$ cat src/rtl/fetch_unit.sv
// fetch_unit: instruction fetch stage. Owns the PC, fetches one word at a
// time from instruction memory over a req/ack handshake, presents it to
// decode over valid/ready, applies decode's redirects on the consume edge,
// and traps misaligned redirects and fetch timeouts into a sticky fault.
module fetch_unit #(
  parameter logic [31:0] RESET_PC       = 32'h0000_0000,
  parameter int unsigned TIMEOUT_CYCLES = 16
) (
  input  logic        clk,
  input  logic        rst,
  output logic        imem_req,
  output logic [31:0] imem_addr,
  input  logic        imem_ack,
  input  logic [31:0] imem_rdata,
  output logic [31:0] instruction,
  output logic [31:0] address_from_pc,
  output logic        instr_valid,
  input  logic        instr_ready,
  input  logic        addr_sel_for_pc,
  input  logic [31:0] address_to_pc_from_control,
  output logic        fault,
  output logic [31:0] fault_addr,
  output logic [31:0] retired_count
);

  // Timeout counter only needs to reach TIMEOUT_CYCLES; keep at least 1 bit
  // so a disabled timeout still elaborates cleanly.
  localparam int CW = (TIMEOUT_CYCLES > 0) ? $clog2(TIMEOUT_CYCLES + 1) : 1;
  localparam int unsigned TMO_LAST_I = (TIMEOUT_CYCLES > 0) ? TIMEOUT_CYCLES - 1 : 0;
  localparam logic [CW-1:0] TMO_LAST = CW'(TMO_LAST_I);
  localparam bit TMO_EN = (TIMEOUT_CYCLES != 0);

  typedef enum logic [1:0] {
    S_IDLE  = 2'd0,
    S_REQ   = 2'd1,
    S_HOLD  = 2'd2,
    S_FAULT = 2'd3
  } state_t;

  state_t        r_state;
  logic [31:0]   r_pc;
  logic [31:0]   r_instr;
  logic [31:0]   r_fault_addr;
  logic [31:0]   r_retired;
  logic          r_req;
  logic          r_valid;
  logic          r_fault;
  logic [CW-1:0] r_tmo;

  logic          w_redir_bad;
  logic [31:0]   w_pc_next;
  logic          w_tmo_hit;

  // A redirect is misaligned when its low two bits are set; they are never
  // masked, so the offending target is reported verbatim.
  assign w_redir_bad = addr_sel_for_pc && (address_to_pc_from_control[1:0] != 2'b00);
  assign w_pc_next   = addr_sel_for_pc ? address_to_pc_from_control : (r_pc + 32'd4);
  // The no-ack edge that would bring the count to TIMEOUT_CYCLES is the fault edge.
  assign w_tmo_hit   = TMO_EN && (r_tmo == TMO_LAST);

  // Fetch FSM: all outputs are registered and updated alongside the state.
  always_ff @(posedge clk or posedge rst) begin
    if (rst) begin
      r_state      <= S_IDLE;
      r_pc         <= RESET_PC;
      r_instr      <= 32'h0;
      r_fault_addr <= 32'h0;
      r_retired    <= 32'h0;
      r_req        <= 1'b0;
      r_valid      <= 1'b0;
      r_fault      <= 1'b0;
      r_tmo        <= '0;
    end else begin
      case (r_state)
        S_IDLE: begin
          r_state <= S_REQ;
          r_req   <= 1'b1;
          r_tmo   <= '0;
        end
        S_REQ: begin
          if (imem_ack) begin
            r_instr <= imem_rdata;
            r_valid <= 1'b1;
            r_req   <= 1'b0;
            r_tmo   <= '0;
            r_state <= S_HOLD;
          end else if (w_tmo_hit) begin
            r_fault_addr <= r_pc;
            r_fault      <= 1'b1;
            r_req        <= 1'b0;
            r_state      <= S_FAULT;
          end else begin
            r_tmo <= r_tmo + CW'(1);
          end
        end
        S_HOLD: begin
          // Redirect inputs only matter on the consume edge.
          if (instr_ready) begin
            r_retired <= r_retired + 32'd1;
            r_valid   <= 1'b0;
            if (w_redir_bad) begin
              r_fault_addr <= address_to_pc_from_control;
              r_fault      <= 1'b1;
              r_state      <= S_FAULT;
            end else begin
              r_pc    <= w_pc_next;
              r_req   <= 1'b1;
              r_tmo   <= '0;
              r_state <= S_REQ;
            end
          end
        end
        S_FAULT: begin
          // Sticky until reset; PC stays frozen at the faulting context.
          r_req   <= 1'b0;
          r_valid <= 1'b0;
        end
        default: begin
          r_state <= S_IDLE;
          r_req   <= 1'b0;
          r_valid <= 1'b0;
        end
      endcase
    end
  end

  assign imem_req        = r_req;
  assign imem_addr       = r_pc;
  assign address_from_pc = r_pc;
  assign instruction     = r_instr;
  assign instr_valid     = r_valid;
  assign fault           = r_fault;
  assign fault_addr      = r_fault_addr;
  assign retired_count   = r_retired;

endmodule

$ cat config.mk
export PLATFORM = sky130hd
export DESIGN_NAME = fetch_unit
export DESIGN_NICKNAME = d
export VERILOG_FILES = /design/src/rtl/fetch_unit.sv
export SDC_FILE = /design/constraint.sdc
export NUM_CORES = 1
export LEC_CHECK = 0
export BUFFER_PORTS_ARGS = -buffer_cell sky130_fd_sc_hd__buf_4
export CORE_MARGIN = 2
export CORE_UTILIZATION = 50
export CTS_CLUSTER_SIZE = 30
export DETAILED_ROUTE_END_ITERATION = 7
export MAX_ROUTING_LAYER = met4
export PLACE_DENSITY = 0.86
export SYNTH_ARGS = -nofsm -noshare
export SYNTH_HDL_FRONTEND = slang
export SYNTH_SLANG_ARGS = --single-unit
$ cat constraint.sdc
create_clock -name clk -period 7.5 [get_ports clk]
set_clock_uncertainty 0.15 [all_clocks]
set_input_delay 1.5 -clock clk [delete_from_list [all_inputs] [get_ports clk]]
set_output_delay 1.5 -clock clk [all_outputs]
set_load 0.01 [all_outputs]
==> summary.md <==
| Metric | Value |
|---|---|
| Status | finished clean |
| Reg2Reg Depth | 8 |
| Synthesized area per cell | 10.4 um2 |
| Final WS setup | between 4000 and 5000 ps |
| Top post-synthesis cells by area | dfrtp_1 51%, mux2i_1 6.0%, mux2_2 5.3% |
| Seq cells post-synth | between 100 and 150 |
| First-pass GRT wire length | a little under 30 mm |
| DR vias | 5793 |
| Worst reg2reg setup slack | 4490 ps |
| Hold_buf cts | 0 |
| Antenna-violating nets left | 0 |
| DR vias/cell | approximately 5.6 |
| Area grow syn2layout | 34.4% |
| Worst Path Required | around 7600 ps |
| CP endpoint | address_from_pc[25] |
| TritonCTS Buffers | 17 |
| Hold Fails Final Rpt | 0 |
| Cells after synthesis | 651 |
| Fill cell count | just over 1000 |
| Clock latency at the later pin of the worst-skew pair | 420 ps |
| Clock input transition at the sequential cells of the worst setup and hold paths | 60 ps |
| Root Driver | clkbuf_16 |
| Post-CTS Repair Setup Buffers | 0 |
| Number of synthesized flops with an enable pin | 0 |
| DRC Markers | 0 |
| Post-CTS Resized | 0 |
| Dpl hpwl | approximately 12 mm |
| Starting density of the core | 0.514 |
| Gr usage total | 0.257 |
| Worst Path Max Fanout | 36 |
| Largest net degree at the start of global routing | 96 |
| Synth unique cells | 58 |
| Post-synth top cells | 138 x dfrtp_1, 56 x a21oi_1, 56 x nor2_1 |
| Share of layout cells above drive strength 1 | 0.366 |
| Max rail drop VDD | 0.233 mV |
| Rows | 42 |
| Pre-antenna DRT Iters | 6 |
| Fin nets | slightly above 900 |
| Vias in the first global route | between 5000 and 6000 |
| Share of Yosys cell area claimed by the top area cell type | 0.508 |
| Cell area power density | 360 nW/um2 |
| Yosys top cell by area | dfrtp_1 |
| Antenna diodes | 0 |
| Die area | 14500 um2 |
| Worst Setup End Kind | register |
| Final TNS setup | 0 ps |
| Die height | 121 um |
| RSZ-0062 raised after global routing | no |
| Area of the multi-input gates | just under 3000 um2 |
| # H-tree levels | 4 |
| Syn Std Cell Area | just under 7000 um2 |
| Core Area | about 13000 um2 |
| Max Freq | between 300 and 400 MHz |
| IO Port Bufs | around 230 |
| Hold Path Stages | 1 |
| I/O pin total | between 200 and 250 |
| Ys flop type | dfrtp_1 |
| Crit. Startpoint | instr_ready |
| Initial antenna violation count | 0 |
| Overflow after GRT | 0 |
| Count leader, synth | dfrtp_1 |
| Routed len/inst | approximately 17 um |
| Setup WS pre-CTS | just under 4000 ps |
| Net Count, Synth | between 700 and 800 |
| Lkg Pwr | 4.17 nW |
| CTS tree | yes |
| GP Congestion | around 0.86 |
| Max Cap Viol | 0 |
| Synth Warn # | 0 |
| 1st-iter DRT viols | 374 |
| Worst slew pin tran | about 1000 ps |
| Die W | ~120 um |
| Worst r2r src | r_state[0] |
| Arr. time, crit path | ~3300 ps |
| Final Cycle Share | 0.423 |
| Fraction of registers with async set/reset | 1.00 |
| Final Setup Violations | 0 |
| CTS Buffer Depth | 2 |
| CP startpoint kind | primary input |
| Reg-to-Reg End | address_from_pc[18] |
| Max-slew violations | 0 |
| Final Critical Period | 3170 ps |
| CP Class | in2reg |
| Sequential share of the synthesized area | 0.508 |
| Worst hold path type | reg2reg |
| FF+latch area | 3450 um2 |
| Slowest stage delay, CP | roughly 470 ps |
| Worst slew margin | 0.327 |
| Clock sink count | between 100 and 150 |
| Total Wirelength | 17.7 mm |
| Slowest stage cell, crit path | nand2_1 |
| Crit-path cells | buf_4 > nand2_1 > nor2_2 > buf_4 > nand2_1 > o22ai_1 > a21oi_1 |
worst min-delay path by stage:
stage | from | to | slack (ps)
final | fault | fault | 320
after floorplan | r_tmo[4] | r_tmo[4] | 300
after CTS | fault | fault | 330
after global placement | fault | fault | 310
after global routing | retired_count[9] | retired_count[9] | 360
after detailed placement | fault | fault | 310
cell usage in the layout, fill, tap and decap left out, drive strengths merged, types with 4 or more instances in the layout:
cell type | Yosys | routed
a21oi | 56 | 56
nand2 | 40 | 40
mux2i | 41 | 41
o22ai | 12 | 12
nor2b | 6 | 6
xnor2 | 22 | 22
dfrtp | 138 | 138
nand3 | 29 | 29
inv | 8 | 8
clkbuf | 18 | 20
bufinv | 0 | 7
mux2 | 32 | 32
and2 | 4 | 4
nor3 | 5 | 5
and4 | 6 | 6
and3 | 10 | 10
ha | 9 | 9
buf | 45 | 236
nor2 | 57 | 57
nor4 | 8 | 8
or3 | 9 | 9
nand4 | 15 | 15
o21ai | 24 | 24
a22oi | 5 | 5
xor2 | 9 | 9
state kept, by name, summed over array words and instances (netlist names):
register,cells
r_state,2
fault,1
instruction,32
r_tmo,5
address_from_pc,32
fault_addr,32
instr_valid,1
retired_count,32
imem_req,1
layout make-up:
class / count / share of cell area
Sequential cell: 138 / 0.378
Multi-Input combinational cell: 442 / 0.324
Timing Repair Buffer: 236 / 0.194
Clock buffer: 20 / 0.0500
Clock inverter: 11 / 0.0264
Tap cell: 176 / 0.0241
Inverter: 8 / 0.00383
power by group:
part	internal [mW]	switching, mW
Clock	0.673	0.315
Sequential	0.978	0.201
Combinational	0.590	0.530
Total	2.24	1.05
layer usage:
metal / up-vias / part of all wire / track usage
li1: 2685 / - / -
met1: 2859 / 0.43 / 0.335
met2: 214 / 0.49 / 0.399
met3: 35 / 0.059 / 0.0571
met4: 0 / 0.024 / 0.0894
met5: - / 0 / -
cell families after synthesis:
kind of cell / share of synthesized area
simple gates: 0.152
flops: 0.508
compound gates: 0.111
mux: 0.113
buf+inv: 0.0589
xor+xnor: 0.0399
fa+ha+maj: 0.0166
metrics by stage:
step	power, mW	cells	util	hold slack (ps)	area [um2]
3_5_place_dp	2.31	1000	0.638	313	8440
5_1_grt	3.46	1031	0.690	364	9140
2_1_floorplan	1.78	651	-	299	6800
6_report	3.29	1031	0.690	324	9140
3_3_place_gp	2.27	1000	0.638	313	8440
4_1_cts	3.31	1031	0.690	327	9140
worst max-delay path: cells and delay by family:
kind | cells | cell delay [ps]
simple gates | 3 | 900
compound gates | 2 | 380
buf+inv | 2 | 470
(Power assumes the default switching activity.)
